### src/rtl/spi_flash_rd_ctrl_if.sv
// Request/response bus between a read client and the SPI flash read controller.
interface spi_flash_rd_ctrl_if;
    logic        req_valid;
    logic        req_ready;
    logic [23:0] req_addr;
    logic        rsp_valid;
    logic        rsp_ready;
    logic [31:0] rsp_data;

    modport master (
        output req_valid, req_addr, rsp_ready,
        input  req_ready, rsp_valid, rsp_data
    );

    modport slave (
        input  req_valid, req_addr, rsp_ready,
        output req_ready, rsp_valid, rsp_data
    );
endinterface

### src/rtl/spi_flash_rd_ctrl.sv
// SPI mode-0 NOR read controller: one 24-bit address in, one little-endian 32-bit word out.
// Optional macro SPI_FAST_READ_EN selects FAST READ (0x0B + 8 dummy clocks) instead of READ (0x03).
module spi_flash_rd_ctrl #(
    parameter int unsigned CLK_DIV     = 2,
    parameter int unsigned CS_HIGH_CYC = 4
) (
    input  logic                      clk,
    input  logic                      rst,
    spi_flash_rd_ctrl_if.slave        bus,
    output logic                      busy_o,
    output logic                      spi_cs_n_o,
    output logic                      spi_sck_o,
    output logic                      spi_mosi_o,
    input  logic                      spi_miso_i,
    output logic                      spi_wp_n_o,
    output logic                      spi_hold_n_o
);

`ifdef SPI_FAST_READ_EN
    localparam logic [7:0]  CMD   = 8'h0B;
    localparam int unsigned NBITS = 72;
`else
    localparam logic [7:0]  CMD   = 8'h03;
    localparam int unsigned NBITS = 64;
`endif
    localparam int unsigned DATA_START = NBITS - 32;

    typedef enum logic [2:0] {IDLE, SHIFT, CS_HOLD, RESP, CS_GAP} state_t;

    state_t      state_q, state_d;
    logic [7:0]  div_q, div_d;
    logic [6:0]  bit_q, bit_d;
    logic [7:0]  gap_q, gap_d;
    logic [31:0] sr_q, sr_d;
    logic [31:0] rx_q, rx_d;
    logic [31:0] rsp_data_q, rsp_data_d;
    logic        rsp_valid_q, rsp_valid_d;
    logic        cs_n_q, cs_n_d;
    logic        sck_q, sck_d;
    logic        mosi_q, mosi_d;
    logic        busy_q, busy_d;
    logic [4:0]  data_idx;

    // Bytes arrive MSB first but fill the word from the low byte upward.
    assign data_idx = 5'(bit_q - 7'(DATA_START));

    always_ff @(posedge clk or posedge rst) begin
        if (rst) begin
            state_q     <= CS_GAP;
            div_q       <= '0;
            bit_q       <= '0;
            gap_q       <= '0;
            sr_q        <= '0;
            rx_q        <= '0;
            rsp_data_q  <= '0;
            rsp_valid_q <= 1'b0;
            cs_n_q      <= 1'b1;
            sck_q       <= 1'b0;
            mosi_q      <= 1'b0;
            busy_q      <= 1'b0;
        end else begin
            state_q     <= state_d;
            div_q       <= div_d;
            bit_q       <= bit_d;
            gap_q       <= gap_d;
            sr_q        <= sr_d;
            rx_q        <= rx_d;
            rsp_data_q  <= rsp_data_d;
            rsp_valid_q <= rsp_valid_d;
            cs_n_q      <= cs_n_d;
            sck_q       <= sck_d;
            mosi_q      <= mosi_d;
            busy_q      <= busy_d;
        end
    end

    always_comb begin
        state_d     = state_q;
        div_d       = div_q;
        bit_d       = bit_q;
        gap_d       = gap_q;
        sr_d        = sr_q;
        rx_d        = rx_q;
        rsp_data_d  = rsp_data_q;
        rsp_valid_d = rsp_valid_q;
        cs_n_d      = cs_n_q;
        sck_d       = sck_q;
        mosi_d      = mosi_q;
        busy_d      = busy_q;

        case (state_q)
            IDLE: begin
                if (bus.req_valid) begin
                    state_d = SHIFT;
                    sr_d    = {CMD, bus.req_addr};
                    mosi_d  = CMD[7];
                    cs_n_d  = 1'b0;
                    div_d   = '0;
                    bit_d   = '0;
                    rx_d    = '0;
                    busy_d  = 1'b1;
                end
            end
            SHIFT: begin
                if (div_q == 8'(CLK_DIV - 1)) begin
                    div_d = '0;
                    if (!sck_q) begin
                        sck_d = 1'b1;
                        if (bit_q >= 7'(DATA_START))
                            rx_d[{data_idx[4:3], ~data_idx[2:0]}] = spi_miso_i;
                    end else begin
                        // Zeros shift in behind the address, so MOSI idles low afterwards.
                        sck_d  = 1'b0;
                        sr_d   = {sr_q[30:0], 1'b0};
                        mosi_d = sr_q[30];
                        if (bit_q == 7'(NBITS - 1))
                            state_d = CS_HOLD;
                        else
                            bit_d = bit_q + 7'd1;
                    end
                end else begin
                    div_d = div_q + 8'd1;
                end
            end
            CS_HOLD: begin
                if (div_q == 8'(CLK_DIV - 1)) begin
                    div_d       = '0;
                    cs_n_d      = 1'b1;
                    rsp_valid_d = 1'b1;
                    rsp_data_d  = rx_q;
                    state_d     = RESP;
                end else begin
                    div_d = div_q + 8'd1;
                end
            end
            RESP: begin
                if (bus.rsp_ready) begin
                    rsp_valid_d = 1'b0;
                    gap_d       = '0;
                    state_d     = CS_GAP;
                end
            end
            CS_GAP: begin
                if (gap_q == 8'(CS_HIGH_CYC - 1)) begin
                    gap_d   = '0;
                    busy_d  = 1'b0;
                    state_d = IDLE;
                end else begin
                    gap_d = gap_q + 8'd1;
                end
            end
            default: begin
                state_d = CS_GAP;
                gap_d   = '0;
            end
        endcase
    end

    assign bus.req_ready = (state_q == IDLE);
    assign bus.rsp_valid = rsp_valid_q;
    assign bus.rsp_data  = rsp_data_q;
    assign busy_o        = busy_q;
    assign spi_cs_n_o    = cs_n_q;
    assign spi_sck_o     = sck_q;
    assign spi_mosi_o    = mosi_q;
    assign spi_wp_n_o    = 1'b1;
    assign spi_hold_n_o  = 1'b1;

endmodule

### src/flat_wrapper.sv
// flat-port wrapper written by rule: the top's interface ports become plain ports
module spi_flash_rd_ctrl_flat 
#(
    parameter int unsigned CLK_DIV     = 2,
    parameter int unsigned CS_HIGH_CYC = 4
)
  (clk, rst, busy_o, spi_cs_n_o, spi_sck_o, spi_mosi_o, spi_miso_i, spi_wp_n_o, spi_hold_n_o, bus_req_valid, bus_req_addr, bus_rsp_ready, bus_req_ready, bus_rsp_valid, bus_rsp_data);
  spi_flash_rd_ctrl_if bus_i ();
  input  logic clk;
  input  logic rst;
  output logic busy_o;
  output logic spi_cs_n_o;
  output logic spi_sck_o;
  output logic spi_mosi_o;
  input  logic spi_miso_i;
  output logic spi_wp_n_o;
  output logic spi_hold_n_o;
  input wire logic [$bits(bus_i.req_valid)-1:0] bus_req_valid;
  input wire logic [$bits(bus_i.req_addr)-1:0] bus_req_addr;
  input wire logic [$bits(bus_i.rsp_ready)-1:0] bus_rsp_ready;
  output wire logic [$bits(bus_i.req_ready)-1:0] bus_req_ready;
  output wire logic [$bits(bus_i.rsp_valid)-1:0] bus_rsp_valid;
  output wire logic [$bits(bus_i.rsp_data)-1:0] bus_rsp_data;
  assign bus_i.req_valid = bus_req_valid;
  assign bus_i.req_addr = bus_req_addr;
  assign bus_i.rsp_ready = bus_rsp_ready;
  assign bus_req_ready = bus_i.req_ready;
  assign bus_rsp_valid = bus_i.rsp_valid;
  assign bus_rsp_data = bus_i.rsp_data;
  spi_flash_rd_ctrl #(.CLK_DIV(CLK_DIV), .CS_HIGH_CYC(CS_HIGH_CYC)) u_core (.clk(clk), .rst(rst), .bus(bus_i), .busy_o(busy_o), .spi_cs_n_o(spi_cs_n_o), .spi_sck_o(spi_sck_o), .spi_mosi_o(spi_mosi_o), .spi_miso_i(spi_miso_i), .spi_wp_n_o(spi_wp_n_o), .spi_hold_n_o(spi_hold_n_o));
endmodule
### config.mk
export PLATFORM = sky130hd
export DESIGN_NAME = spi_flash_rd_ctrl_flat
export DESIGN_NICKNAME = d
export VERILOG_FILES = /design/src/rtl/spi_flash_rd_ctrl_if.sv /design/src/rtl/spi_flash_rd_ctrl.sv /design/src/flat_wrapper.sv
export SDC_FILE = /design/constraint.sdc
export NUM_CORES = 1
export LEC_CHECK = 0
export BUFFER_PORTS_ARGS = -buffer_cell sky130_fd_sc_hd__buf_4
export CORE_AREA = 2 2 152 154
export CTS_CLUSTER_DIAMETER = 150
export DETAILED_ROUTE_END_ITERATION = 16
export DIE_AREA = 0 0 154 156
export SLEW_MARGIN = 30
export SYNTH_ARGS = -nofsm -noshare
export SYNTH_HDL_FRONTEND = slang
export SYNTH_SLANG_ARGS = --single-unit
### constraint.sdc
create_clock -name clk -period 10.6 [get_ports clk]
set_clock_uncertainty 0.05 [all_clocks]
set_input_delay 0.53 -clock clk [delete_from_list [all_inputs] [get_ports clk]]
set_output_delay 0.53 -clock clk [all_outputs]
set_load 0.02 [all_outputs]
Word level (Yosys, flattened, before mapping)
Cells that the tools add are included.

cells by class
  $add $sub $neg = 4
  multiply operators = 0
  divide/modulo/power cells = 0
  magnitude comparators = 3
  eq/ne operators = 17
  shifts and indexed selects = 0
  mux-type cells = 43
  bitwise operators = 2
  reduce and logical (&&, ||, !) cells = 20

operators with widths
  cell                                                              count
  32-bit 2-to-1 mux                                                 4
  31-bit 2-to-1 mux                                                 3
  32-bit case mux with 2 select lines                               1
  31-bit case mux with 2 select lines                               1
  32-bit bitwise mux                                                1
  8-bit 2-to-1 mux                                                  4
  7-bit 2-to-1 mux                                                  4
  8-bit case mux with 3 select lines                                1
  3-bit 2-to-1 mux                                                  7
  8-bit by 1-bit adder with 8-bit output (second input constant)    2
  8-bit case mux with 2 select lines                                1
  3-bit case mux with 5 select lines                                1
  7-bit case mux with 2 select lines                                1
  2-bit by 1-bit != test with 1-bit output (second input constant)  6
  5-bit AND reduction                                               2
  2-bit nonzero test                                                5
  1-bit 2-to-1 mux                                                  9
  3-bit AND reduction                                               3
  8-bit by 1-bit == test with 1-bit output (second input constant)  1
  8-bit by 2-bit == test with 1-bit output (second input constant)  1
  2-bit != test (second input constant)                             4
  1-bit case mux with 2 select lines                                4
  2-bit AND reduction                                               4
  7-bit by 1-bit adder with 7-bit output (second input constant)    1
  17 further kinds                                                  18

word-level totals
  flip-flop bits (word level) = 126
  bits in latches = 0
  memory bits (writable) = 0
  memory bits (read-only) = 0
  output and inout bits = 40
  word-level logic and storage cells = 101
  memories = 0

Depth between registers and ports, before layout
Gate-level depths: netlist of the first run.

  depth after elaboration = 11
  mapped depth = 8
  depth with buffers taken out = 6

Worst setup path before layout of the first run
No wires, ideal clock.

  path type = register to register
  start = register u_core.div_q[1]
  end = register u_core.sr_q[11]
  setup time = 127 ps
  arrival = 1877 ps
  data required time = 10423 ps
  slack = 8545 ps
  cell stages (with the launch flop) = 9
  path buffers = 2
  cells stage by stage = dfrtp_1 inv_1 ha_1 nor3b_2 nand3_4 a21oi_2 buf_6 buf_6 mux2_1

on the way
  word-level cells in the longest chain between the ends = 3

RTL lines
  element                                                    line                      RTL
  start: declaration                                         spi_flash_rd_ctrl.sv:31   logic [7:0] div_q, div_d;
  start signal: assignment                                   spi_flash_rd_ctrl.sv:63   div_q <= div_d;
  8-bit by 1-bit == test with 1-bit output                   spi_flash_rd_ctrl.sv:105  if (div_q == 8'(CLK_DIV - 1)) begin
  2-bit by 1-bit != test with 1-bit output (no source line)  -
  4-bit AND reduction (no source line)                       -
  end signal: assignment                                     spi_flash_rd_ctrl.sv:66   sr_q <= sr_d;
  end: declaration                                           spi_flash_rd_ctrl.sv:34   logic [31:0] sr_q, sr_d;

No other way between the ends.
A chain may end at the register's enable or synchronous reset.

Final worst setup path of the first run
  start = register u_core.div_q[1]
  end = register u_core.sr_q[6]

The elaborated chain is that of the path after synthesis.

==> qor.log, run 1 <==
qor: run_status.run_status finished with violations
qor: run_status.failing_checks design-rule violations
qor: sta.setup_total_negative_slack 0 ns
qor: global_route.antenna_found_initial 0
qor: final_layout.post-route-cell-area 7530 um^2
qor: floorplan.die_area 24000 um^2
qor: critical_path.worstSetupPathDepth 7
qor: synthesis.yosys_register_bits 126
qor: sta.headroom_to_the_max_slew_limit 51.5%
qor: final_layout.syn2layout_area_growth 22.0%
qor: routing.drc 1
qor: critical_path.endpoint_kind flop
qor: critical_path.regToRegSetupSlack 8.03 ns
qor: synthesis.synth_largest_area_cell sky130_fd_sc_hd__dfrtp_1
qor: critical_path.cp_slowest_stage_delay 0.53 ns
qor: sta.final_max_slew_viol_count 0
qor: sta.clock.fmax 389 MHz
qor: synthesis.adder_cell_share_of_the_synthesized_area 1.42%
qor: synthesis.yosys.area.top_type_share 50.3%
qor: sta.setup_viol 0
qor: critical_path.worstSetupPathType flop to flop
qor: synthesis.leading_cell_types_by_total_area_after_synthesis sky130_fd_sc_hd__dfrtp_1 (50%), sky130_fd_sc_hd__mux2_2 (8.9%), sky130_fd_sc_hd__nand2_1 (5.9%)
qor: final_layout.num-fill-cells 2267
qor: placed_design.dpl-instance-area 6850 um^2
qor: final_layout.nNetsFinal 688
qor: hold_path.min-delay-path-class input port to async pin
qor: clock_network.cts_tree yes
qor: synthesis.muxShareOfSynthArea 10.0%
qor: placed_design.detailed_place_hpwl 9280 um
qor: synthesis.synthArstFlopShare 100%
qor: critical_path.r2r-end u_core.sr_q[6]$_DFFE_PP0P_
qor: floorplan.floorplan.die.height 156 um
qor: critical_path.crit_path_cell_chain inv_1 > ha_1 > nor3b_2 > nand3_4 > a21oi_2 > buf_4 > mux2_2
qor: pwr.pwr_dens 235 nW/um^2
qor: pwr.power.share.combinational 28.4%
qor: synthesis.yosysWarnings 0
qor: critical_path.worst_setup_path_startpoint u_core.div_q[1]$_DFFE_PP0P_
qor: routing.drt-wirelength-per-cell 15.1 um
qor: pwr.maximum_vdd_drop 0.106 mV
qor: clock_network.ctsLongestPathBuffers 2
qor: sta.worstMarginPinSlew 0.727 ns
qor: clock_network.cts_buffers 17
qor: floorplan.die_w 154 um
qor: pwr.power.share.sequential 34.4%
qor: placed_design.gp_congestion 0.758
qor: critical_path.depth_of_the_worst_register_to_register_path 7
qor: sta.rsz0062_at_grt false
qor: synthesis.synth_flop_cell sky130_fd_sc_hd__dfrtp_1
qor: clock_network.clock-root-buffer sky130_fd_sc_hd__clkbuf_16
qor: clock_network.cts-htree-levels 4
qor: critical_path.crit_path_max_fanout 24
qor: critical_path.worst_ep_arrival_time 2.83 ns
qor: global_route.grt_use_total 12.4%
qor: global_route.grt_pass1_vias 4528
qor: synthesis.yosys.area_share.simple 15.6%
qor: synthesis.synth-edff-count 0
qor: clock_network.post_cts.resized_instances 0
qor: routing.drt-total-wl 14300 um
qor: synthesis.part_of_the_yosys_area_used_for_sequential_elements 51.1%
qor: clock_network.cts_setup_buffers 0
qor: synthesis.netlist-cell-type-count 61
qor: floorplan.placement_rows 55
qor: floorplan.io_pins 69
qor: final_layout.layout-drive-gt1-share 25.7%
qor: critical_path.setup.worst_path.end u_core.sr_q[6]$_DFFE_PP0P_
qor: flow_run.maxCapViolations 0
qor: synthesis.post_synth.cell_area_avg 10.2 um^2
qor: routing.detail-route-antenna-nets 0
qor: critical_path.worst_r2r_startpoint u_core.div_q[1]$_DFFE_PP0P_
qor: pwr.switching_share 32.6%
qor: pwr.p_int 1.19 mW
qor: floorplan.initial_utilization 27.6%
qor: routing.drtPass1Iterations 10
qor: routing.route.vias.total 4570
qor: sta.period_minus_slack 2.57 ns
qor: placed_design.count_of_input_and_output_buffers 66
qor: critical_path.worstPathRequired 10.86 ns
qor: sta.final_critical_path_setup_slack 8.03 ns
qor: clock_network.clock-sinks 126
qor: critical_path.cpLargestDelayFamily simple AND/OR/NAND/NOR gates
qor: sta.period_share 24.3%
qor: clock_network.cts.hold.buffers_added 0
qor: synthesis.synthesized_instance_count 606
qor: routing.via_per_inst 4.81
qor: clock_network.clk-insertion-delay-late 0.43 ns
qor: floorplan.core_region_area 22400 um^2
qor: synthesis.post_synth_xor_area_fraction 1.13%
qor: synthesis.synth_area 6170 um^2
qor: clock_network.clk_pin_slew_worst_paths 0.06 ns
qor: global_route.grt_first_pass_wirelength 23800 um
qor: final_layout.num_antenna_cells 0
qor: pwr.p_leak 3.55 nW
qor: critical_path.critical_path.startpoint_type flop
qor: global_route.pin_count_of_the_biggest_net_entering_global_routing 72
qor: synthesis.synth_top_family_by_area compound AO/OA/AOI/OAI gates
qor: sta.finalHoldViolCount 0
qor: placed_design.dp_worst_setup_slack 8.08 ns
qor: global_route.grt_remaining_overflow 0
qor: routing.detailedRoute.firstIterationViolations 267
qor: critical_path.worst-path-buf-inv 2
qor: synthesis.complex_gate_fraction_of_the_synthesized_area 15.9%
qor: pwr.clock_share_of_power 37.2%
qor: pwr.netSwitchingPower 0.578 mW
qor: critical_path.crit_slowest_cell sky130_fd_sc_hd__nor3b_2
Yosys cell counts (8+ instances only):
master,number
sky130_fd_sc_hd__dfrtp_1,124
sky130_fd_sc_hd__nand2_1,97
sky130_fd_sc_hd__mux2_2,49
sky130_fd_sc_hd__o21ai_0,43
sky130_fd_sc_hd__a21oi_1,42
sky130_fd_sc_hd__o31ai_1,32
sky130_fd_sc_hd__clkbuf_1,24
sky130_fd_sc_hd__inv_1,16
sky130_fd_sc_hd__nor2_1,16
sky130_fd_sc_hd__nand3_1,14
sky130_fd_sc_hd__a31oi_1,10
sky130_fd_sc_hd__buf_2,10
sky130_fd_sc_hd__nor3_1,10
sky130_fd_sc_hd__nand4_1,8
power by group through the flow:
stage	Clock, mW	Sequential [mW]	Combinational (mW)
floorplan	0	0.590	0.422
global placement	0	0.614	0.498
detailed placement	0	0.617	0.502
CTS	0.676	0.609	0.505
global route	0.701	0.620	0.563
finish	0.660	0.609	0.504
metrics by stage:
step	instances	utilization [%]	hold WS, ns	total power [mW]
floorplan	607	-	0.399	1.01
global route	950	33.7	0.236	1.88
CTS	950	33.6	0.215	1.79
detailed placement	918	30.6	0.416	1.12
global placement	918	30.6	0.411	1.11
finish	950	33.7	0.189	1.77
area by class of cell:
cell class	count	area, um^2	share of cell area [%]
multi-input combinational	419	2740	36.4
inverter	16	62.6	0.831
tap	285	357	4.73
sequential	126	3160	41.9
timing repair buffer	72	544	7.23
clock inverter	11	211	2.81
clock buffer	21	460	6.11
kinds of logic after synthesis:
kind of cell | after synthesis
simple gates | 190
fa+ha+maj | 7
compound gates | 157
xor+xnor | 8
mux | 55
other cells | 1
flops | 126
buf+inv | 62
worst min path at each step:
stage          slack (ns)                   startpoint                                  end
3_5_place_dp         0.42  u_core.sr_q[28]$_DFFE_PP0P_          u_core.sr_q[28]$_DFFE_PP0P_
2_1_floorplan        0.40  u_core.rx_q[16]$_DFFE_PP0P_          u_core.rx_q[16]$_DFFE_PP0P_
5_1_grt              0.24                          rst  u_core.bus.rsp_data[28]$_DFFE_PP0P_
4_1_cts              0.21                          rst  u_core.bus.rsp_data[16]$_DFFE_PP0P_
6_report             0.19                          rst  u_core.bus.rsp_data[28]$_DFFE_PP0P_
3_3_place_gp         0.41  u_core.sr_q[30]$_DFFE_PP0P_          u_core.sr_q[30]$_DFFE_PP0P_
registers in the layout, summed over array words and instances (netlist names):
name and flops:
u_core.state_q 3, u_core.bus.rsp_valid 1, u_core.spi_sck_o 1, u_core.spi_mosi_o 1
u_core.div_q 8, u_core.bit_q 7, u_core.bus.rsp_data 32, u_core.gap_q 8
u_core.spi_cs_n_o 1, u_core.rx_q 32, u_core.busy_o 1, u_core.sr_q 31
placed cells by master (no fill, tap or decap), types with 6 or more instances in the layout:
| cell type | count |
|---|---|
| sky130_fd_sc_hd__dfrtp_1 | 124 |
| sky130_fd_sc_hd__inv_1 | 15 |
| sky130_fd_sc_hd__buf_4 | 71 |
| sky130_fd_sc_hd__mux2_1 | 6 |
| sky130_fd_sc_hd__a21o_1 | 6 |
| sky130_fd_sc_hd__clkbuf_16 | 17 |
| sky130_fd_sc_hd__nand2_1 | 97 |
| sky130_fd_sc_hd__mux2_2 | 49 |
| sky130_fd_sc_hd__nand4_1 | 8 |
| sky130_fd_sc_hd__nor2_1 | 16 |
| sky130_fd_sc_hd__o21ai_0 | 43 |
| sky130_fd_sc_hd__a31oi_1 | 10 |
| sky130_fd_sc_hd__nor3_1 | 10 |
| sky130_fd_sc_hd__bufinv_16 | 6 |
| sky130_fd_sc_hd__o31ai_1 | 32 |
| sky130_fd_sc_hd__a21oi_1 | 41 |
| sky130_fd_sc_hd__ha_1 | 7 |
| sky130_fd_sc_hd__nand3_1 | 14 |
routing by layer:
metal  global-route usage, %  vias to the layer above  share of wire [%]
li1                        -                     2248                  -
met1                    15.9                     2237                 47
met2                    20.0                       76                 49
met3                    3.69                        9                3.4
met4                    4.36                        0               0.88
met5                       0                        -                  0
Note: power is estimated with default switching activity, not from simulation.
==> inputs of run 2 (changes only) <==
ABC_AREA = 1   (was unset)
CORE_AREA = 2 2 156 158   (was 2 2 152 154)
DIE_AREA = 0 0 158 160   (was 0 0 154 156)
clock period = 2.1 ns   (was 10.6 ns; I/O delays follow)
==> run 2 against run 1 <==
Effect of this change: maximum frequency grew 39%; largest cell class unchanged; synthesized cell count grew 36%; sequential power grew to 4.0 times the previous value; global-route usage shrank 0.13 points; the run now ends clean; critical endpoint is now u_core.sr_q[8]$_DFFE_PP0P_.
==> qor.log, run 2 <==
qor: clock_network.post_cts.resized_instances 0 [unchanged]
qor: critical_path.worstPathRequired 2.39 ns [-8.47 ns]
qor: global_route.grt_first_pass_wirelength 25200 um [+6.1%]
qor: global_route.grt_use_total 12.3% [-0.13 points]
qor: routing.drc 0 [-1]
qor: global_route.antenna_found_initial 0 [unchanged]
qor: final_layout.multi_input_comb_area 2830 um^2 [+3.1%]
qor: synthesis.synth_area 6500 um^2 [+5.2%]
qor: synthesis.yosys.area.top_type_share 47.8% [-2.5 points]
qor: final_layout.mostFrequentLayoutCells sky130_fd_sc_hd__nand2_1 (339), sky130_fd_sc_hd__dfrtp_1 (124), sky130_fd_sc_hd__buf_4 (76), sky130_fd_sc_hd__inv_1 (58)
qor: clock_network.cts_tree yes
qor: synthesis.synthArstFlopShare 100% [unchanged]
qor: sta.worstMarginPinSlew 0.502 ns [-0.225 ns]
qor: critical_path.crit_path_max_fanout 45 [+88%]
qor: final_layout.num_antenna_cells 0 [unchanged]
qor: floorplan.die_area 25300 um^2 [+5.2%]
qor: critical_path.endpoint_kind flop
qor: global_route.pin_count_of_the_biggest_net_entering_global_routing 75 [+4.2%]
qor: final_layout.syn2layout_area_growth 26.0%
qor: synthesis.synth_largest_area_cell sky130_fd_sc_hd__dfrtp_1
qor: placed_design.count_of_input_and_output_buffers 66 [unchanged]
qor: routing.route.vias.total 5445 [+19%]
qor: sta.setup_viol 0 [unchanged]
qor: routing.drt-wirelength-per-cell 11.6 um [-23%]
qor: synthesis.post_synth.cell_area_avg 7.86 um^2 [-23%]
qor: routing.drtPass1Iterations 5 [-5]
qor: hold_path.min-delay-path-class input port to flop
qor: floorplan.floorplan.die.height 160 um [+2.6%]
qor: synthesis.commonest_cells_in_the_netlist sky130_fd_sc_hd__nand2_1 (339), sky130_fd_sc_hd__dfrtp_1 (124), sky130_fd_sc_hd__inv_1 (59)
qor: routing.drt-total-wl 14500 um [+0.84%]
qor: global_route.grt_pass1_vias 5233 [+16%]
qor: critical_path.critical_path.startpoint_type flop
qor: clock_network.clock-sinks 126 [unchanged]
qor: clock_network.cts-htree-levels 4 [unchanged]
qor: final_layout.post_route_core_utilization 34.4% [+0.68 points]
qor: sta.final_max_slew_viol_count 0 [unchanged]
qor: clock_network.clk_pin_slew_worst_paths 0.06 ns [about the same]
qor: clock_network.cts_buffers 17 [unchanged]
qor: clock_network.ctsLongestPathBuffers 2 [unchanged]
qor: sta.setup_total_negative_slack 0 ns [unchanged]
qor: floorplan.die_w 158 um [+2.6%]
qor: synthesis.part_of_the_yosys_area_used_for_sequential_elements 48.6% [-2.5 points]
qor: run_status.run_status completed
qor: final_layout.layout.cells.most_common sky130_fd_sc_hd__nand2_1
qor: sta.rsz0062_at_grt false
qor: routing.detailedRoute.firstIterationViolations 300 [+12%]
qor: sta.finalHoldViolCount 0 [unchanged]
qor: synthesis.leading_cell_types_by_total_area_after_synthesis sky130_fd_sc_hd__dfrtp_1 (48%), sky130_fd_sc_hd__nand2_1 (20%), sky130_fd_sc_hd__nand3_1 (3.9%)
qor: synthesis.netlist-cell-type-count 38 [-38%]
qor: pwr.maximum_vdd_drop 0.381 mV [+260%]
qor: placed_design.gp_congestion 0.814 [+7.4%]
qor: final_layout.sequential_cell_area 3160 um^2 [unchanged]
qor: critical_path.worst_ep_arrival_time 2.14 ns [-0.69 ns]
qor: floorplan.core_region_area 23800 um^2 [+6.5%]
qor: synthesis.synthesized_instance_count 827 [+36%]
qor: synthesis.yosys_register_bits 126 [unchanged]
qor: synthesis.synth_flop_cell sky130_fd_sc_hd__dfrtp_1
qor: critical_path.worstSetupPathType flop to flop
qor: synthesis.yosysWarnings 0 [unchanged]
qor: critical_path.regToRegSetupSlack 0.25 ns [-7.77 ns]
qor: sta.headroom_to_the_max_slew_limit 66.4% [+15 points]
qor: sta.clock.fmax 542 MHz [+39%]
qor: floorplan.initial_utilization 27.3% [-0.33 points]
qor: floorplan.io_pins 69 [unchanged]
qor: final_layout.nNetsFinal 949 [+38%]
qor: placed_design.detailed_place_hpwl 9540 um [+2.9%]
qor: routing.via_per_inst 4.36 [-9.4%]
qor: routing.detail-route-antenna-nets 0 [unchanged]
qor: synthesis.synth.most_common_cell sky130_fd_sc_hd__nand2_1
qor: clock_network.clk-insertion-delay-late 0.42 ns [about the same]
qor: clock_network.clock-root-buffer sky130_fd_sc_hd__clkbuf_16
qor: floorplan.placement_rows 57 [+3.6%]
qor: flow_run.maxCapViolations 0 [unchanged]
qor: final_layout.layout-drive-gt1-share 18.1% [-7.6 points]
qor: pwr.p_leak 4.08 nW [+15%]
qor: sta.period_share 87.9% [+64 points]
qor: pwr.pwr_dens 677 nW/um^2 [+190%]
qor: synthesis.synth-edff-count 0 [unchanged]
qor: global_route.grt_remaining_overflow 0 [unchanged]
qor: final_layout.num-fill-cells 2549 [+12%]
qor: sta.period_minus_slack 1.85 ns [-0.725 ns]
==> run 2: cell types whose count changed in the layout (fill, tap and decap cells not counted), moves of 32 or more <==
cell	previous run	this run
sky130_fd_sc_hd__a21oi_1	41	7
sky130_fd_sc_hd__o31ai_1	32	0
sky130_fd_sc_hd__nand3_1	14	50
sky130_fd_sc_hd__inv_1	15	58
sky130_fd_sc_hd__nand2_1	97	339
sky130_fd_sc_hd__mux2_2	49	0
==> run 2: layout make-up <==
type	count	area share (%)
Clock buffer	18	5.37
Tap cell	324	4.95
Multi-Input combinational cell	594	34.5
Clock inverter	14	1.91
Sequential cell	126	38.6
Inverter	66	3.07
Timing Repair Buffer	108	11.6
==> run 2: worst max-delay path, stage by stage, from the launching register on <==
cell	delay (ns)
sky130_fd_sc_hd__dfrtp_1	0.41
sky130_fd_sc_hd__inv_1	0.06
sky130_fd_sc_hd__ha_1	0.13
sky130_fd_sc_hd__nand2_1	0.06
sky130_fd_sc_hd__nor2_2	0.11
sky130_fd_sc_hd__nand2_2	0.12
sky130_fd_sc_hd__nand2_4	0.13
sky130_fd_sc_hd__nand2_8	0.07
sky130_fd_sc_hd__nor2_4	0.15
sky130_fd_sc_hd__buf_12	0.27
sky130_fd_sc_hd__nand2_1	0.11
sky130_fd_sc_hd__o21ai_2	0.06
==> run 2: timing repair <==
| action | in CTS | in global routing |
|---|---|---|
| setup buffers | 0 | 0 |
| hold endpoints to repair | 77 | 0 |
| hold buffers | 26 | 0 |
| endpoints found under the setup margin | 0 | 0 |
==> run 2: logic make-up (layout without fill, tap and decap cells) <==
family,count (synthesis),in the layout,share of synthesized area [%]
fa+ha+maj,7,7,1.35
compound gates,89,89,8.17
other cells,1,2,0.0577
buf+inv,108,206,7.99
simple gates,490,490,33.1
xor+xnor,6,6,0.809
flops,126,126,48.6
==> run 2: metal layers <==
layer / GRT usage (%) / part of all wire [%] / vias to the layer above
met5: 0 / 0 / -
met4: 3.60 / 0.76 / 0
met3: 3.50 / 4.4 / 11
met2: 18.8 / 45 / 100
met1: 16.9 / 50 / 2548
li1: - / - / 2786
==> run 2: where the power goes <==
part	leakage [nW]	switching (mW)	internal [mW]
sequential	1.57	0	2.43
clock	0.280	1.15	1.79
combinational	2.24	0.0835	0.0817
total	4.08	1.24	4.31
==> run 2: final timing paths <==
path / cells past startpoint / start / end
setup reg to reg: 11 / u_core.div_q[1]$_DFFE_PP0P_ / u_core.sr_q[8]$_DFFE_PP0P_
hold reg to reg: 2 / u_core.spi_cs_n_o$_DFFE_PP1P_ / u_core.spi_cs_n_o$_DFFE_PP1P_
min in group asynchronous: 3 / rst / u_core.bus.rsp_data[26]$_DFFE_PP0P_
setup / recovery: 11 / u_core.div_q[1]$_DFFE_PP0P_ / u_core.sr_q[8]$_DFFE_PP0P_
max in group asynchronous: 4 / rst / u_core.state_q[2]$_DFFE_PP1P_
hold / removal: 5 / bus_req_valid / u_core.busy_o$_DFFE_PP0P_
==> run 2: through the flow <==
stage / instances / total power, mW / hold slack [ns] / instance area [um^2] / setup slack (ns)
2_1_floorplan: 828 / 2.54 / 0.212 / 6500 / 0.393
3_3_place_gp: 1192 / 2.61 / 0.0845 / 7330 / 0.308
3_5_place_dp: 1192 / 2.61 / 0.0839 / 7330 / 0.277
4_1_cts: 1250 / 5.63 / 0.126 / 8180 / 0.245
5_1_grt: 1250 / 5.74 / 0.175 / 8180 / 0.0534
6_report: 1250 / 5.54 / 0.132 / 8180 / 0.253
==> inputs of run 3 (changes only) <==
--- a/config.mk
+++ b/config.mk
@@ -9,7 +9,9 @@
 export BUFFER_PORTS_ARGS = -buffer_cell sky130_fd_sc_hd__buf_4
 export CORE_AREA = 2 2 156 158
+export CTS_BUF_LIST = sky130_fd_sc_hd__clkbuf_16
 export CTS_CLUSTER_DIAMETER = 150
 export DETAILED_ROUTE_END_ITERATION = 16
 export DIE_AREA = 0 0 158 160
+export SETUP_SLACK_MARGIN = 0.4
 export SLEW_MARGIN = 30
 export SYNTH_ARGS = -nofsm -noshare
--- a/constraint.sdc
+++ b/constraint.sdc
@@ -3,3 +3,3 @@
 set_input_delay 0.105 -clock clk [delete_from_list [all_inputs] [get_ports clk]]
 set_output_delay 0.105 -clock clk [all_outputs]
-set_load 0.02 [all_outputs]
+set_load 0.01 [all_outputs]
==> run 3 against run 2 <==
Effect of this change: sequential share of layout area down 2.5 points; clock power about the same; die area unchanged; hold slack worse by 0.0085 ns.
==> qor.log, run 3 (synthesis results as in run 2) <==
qor: sta.rsz0062_at_grt true
qor: critical_path.critical_path.startpoint_type flop
qor: critical_path.depth_of_the_worst_register_to_register_path 10 [-1]
qor: routing.drtPass1Iterations 6 [+1]
qor: placed_design.gp_congestion 0.814 [unchanged]
qor: floorplan.die_w 158 um [unchanged]
qor: floorplan.io_pins 69 [unchanged]
qor: global_route.grt_remaining_overflow 0 [unchanged]
qor: clock_network.clock-sinks 126 [unchanged]
qor: final_layout.mostFrequentLayoutCells sky130_fd_sc_hd__nand2_1 (338), sky130_fd_sc_hd__dfrtp_1 (123), sky130_fd_sc_hd__buf_4 (79), sky130_fd_sc_hd__inv_1 (57), sky130_fd_sc_hd__nand3_1 (50)
qor: pwr.maximum_vdd_drop 0.390 mV [+2.4%]
qor: hold_path.min-delay-path-class input port to flop
qor: critical_path.endpoint_kind flop
qor: routing.detail-route-antenna-nets 0 [unchanged]
qor: floorplan.placement_rows 57 [unchanged]
qor: clock_network.cts_buffers 17 [unchanged]
qor: floorplan.initial_utilization 27.3% [unchanged]
qor: sta.setup_viol 0 [unchanged]
qor: critical_path.worstSetupPathDepth 10 [-1]
qor: critical_path.worst-path-buf-inv 4 [+2]
qor: critical_path.cp_slowest_stage_delay 0.45 ns [+0.04 ns]
qor: run_status.run_status completed
qor: sta.setup_total_negative_slack 0 ns [unchanged]
qor: critical_path.critical_path.most_common_cell sky130_fd_sc_hd__nand2_1
qor: critical_path.crit_path_cell_chain nor2_4 > inv_2 > a21oi_1 > inv_1 > nor2_8 > buf_6 > clkbuf_16 > nand2_1 > nand2_1 > nand2_1
qor: critical_path.cpLargestDelayFamily buffers and inverters
qor: flow_run.maxCapViolations 0 [unchanged]
qor: floorplan.core_region_area 23800 um^2 [unchanged]
qor: routing.drc 0 [unchanged]
qor: global_route.grt_pass1_vias 5414 [+3.5%]
qor: clock_network.cts-htree-levels 4 [unchanged]
qor: critical_path.crit_path_max_fanout 8 [-82%]
qor: routing.via_per_inst 4.41 [+1.2%]
qor: placed_design.detailed_place_hpwl 9540 um [unchanged]
qor: routing.route.vias.total 5644 [+3.7%]
qor: clock_network.clk-insertion-delay-late 0.42 ns [about the same]
qor: sta.headroom_to_the_max_slew_limit 65.5% [-0.85 points]
qor: final_layout.syn2layout_area_growth 34.9%
qor: clock_network.cts_tree yes
qor: routing.drt-wirelength-per-cell 12.8 um [+11%]
qor: final_layout.post_route_core_utilization 36.8% [+2.4 points]
qor: critical_path.worstSetupPathType flop to flop
qor: sta.period_share 81.8% [-6.1 points]
qor: final_layout.nNetsFinal 979 [+3.2%]
qor: pwr.fin_total_pwr 5.52 mW [-0.44%]
qor: global_route.grt_use_total 12.9% [+0.62 points]
qor: final_layout.number_of_non_filler_instances_in_the_completed_layout 1280 [+2.4%]
qor: sta.clock.fmax 582 MHz [+7.5%]
qor: final_layout.num_antenna_cells 0 [unchanged]
qor: global_route.pin_count_of_the_biggest_net_entering_global_routing 75 [unchanged]
qor: critical_path.crit_slowest_cell sky130_fd_sc_hd__dfrtp_2
qor: placed_design.count_of_input_and_output_buffers 66 [unchanged]
qor: pwr.pwr_dens 630 nW/um^2 [-7.0%]
qor: clock_network.clk_pin_slew_worst_paths 0.06 ns [about the same]
qor: routing.detailedRoute.firstIterationViolations 308 [+2.7%]
qor: global_route.grt_first_pass_wirelength 26400 um [+4.7%]
qor: final_layout.layout-drive-gt1-share 21.4% [+3.3 points]
qor: sta.final_critical_path_setup_slack 0.381 ns [+0.128 ns]
qor: routing.drt-total-wl 16400 um [+13%]
qor: floorplan.floorplan.die.height 160 um [unchanged]
qor: final_layout.layout.cells.most_common sky130_fd_sc_hd__nand2_1
qor: global_route.antenna_found_initial 0 [unchanged]
qor: clock_network.ctsLongestPathBuffers 2 [unchanged]
qor: placed_design.dp_worst_setup_slack 0.277 ns [unchanged]
qor: sta.period_minus_slack 1.72 ns [-0.128 ns]
qor: sta.final_max_slew_viol_count 0 [unchanged]
qor: critical_path.worst_ep_arrival_time 1.98 ns [-0.16 ns]
qor: floorplan.die_area 25300 um^2 [unchanged]
qor: sta.finalHoldViolCount 0 [unchanged]
qor: pwr.p_leak 4.35 nW [+6.5%]
qor: clock_network.clock-root-buffer sky130_fd_sc_hd__clkbuf_16
qor: placed_design.dp_cells 1192 [unchanged]
qor: hold_path.hold_depth 5 [unchanged]
qor: sta.worstMarginPinSlew 0.515 ns [+0.0126 ns]
qor: critical_path.worstPathRequired 2.36 ns [-0.03 ns]
## run 3: area by class of cell
cell class / instances / area (um^2)
Multi-Input combinational cell: 594 / 2860
Clock inverter: 15 / 160
Clock buffer: 17 / 425
Tap cell: 324 / 405
Fill cell: 2486 / 15100
Inverter: 66 / 254
Sequential cell: 126 / 3160
Timing Repair Buffer: 138 / 1500
## run 3: power breakdown
| part | switching (mW) | leakage (nW) | internal, mW | total (mW) |
|---|---|---|---|---|
| clock | 1.17 | 0.274 | 1.76 | 2.93 |
| sequential | 0 | 1.57 | 2.43 | 2.43 |
| combinational | 0.0832 | 2.51 | 0.0817 | 0.165 |
| total | 1.25 | 4.35 | 4.27 | 5.52 |
## run 3: metrics by stage
stage	instance area [um^2]	hold WS (ns)
floorplan	6500	0.212
global placement	7330	0.0845
detailed placement	7330	0.0839
CTS	8390	0.126
global route	8760	0.175
finish	8760	0.123
## run 3: path summary, 6_finish.rpt
check / startpoint / to / slack [ns]
min in group asynchronous: rst / u_core.bus.rsp_data[26]$_DFFE_PP0P_ / 0.20
worst max-delay path: u_core.state_q[1]$_DFFE_PP0P_ / u_core.rx_q[24]$_DFFE_PP0P_ / 0.38
max in group asynchronous: rst / u_core.state_q[2]$_DFFE_PP1P_ / 1.07
worst min register to register: u_core.spi_cs_n_o$_DFFE_PP1P_ / u_core.spi_cs_n_o$_DFFE_PP1P_ / 0.41
worst min-delay path: bus_req_valid / u_core.busy_o$_DFFE_PP0P_ / 0.12
worst max register to register: u_core.state_q[1]$_DFFE_PP0P_ / u_core.rx_q[24]$_DFFE_PP0P_ / 0.38
## run 3: tightest hold or removal path, cell delays in order
cell,delay [ns]
sky130_fd_sc_hd__buf_4,0.11
sky130_fd_sc_hd__inv_1,0.11
sky130_fd_sc_hd__nor3_1,0.07
sky130_fd_sc_hd__o22ai_1,0.10
sky130_fd_sc_hd__inv_1,0.05
## run 3: metal layers
metal,global-route usage [%],vias to the layer above,part of all wire [%]
li1,-,2846,-
met1,17.7,2670,48
met2,19.9,113,47
met3,3.47,15,4.5
met4,3.81,0,0.91
met5,0,-,0
## run 3: timing repair
action / CTS / global route
resized for setup: 7 / 35
buffers inserted: 10 / 3
endpoints found under the setup margin: 68 / 107
hold buffers: 26 / 0
hold endpoints to repair: 77 / 0
pin swaps: 4 / 15
gates cloned: 4 / 13
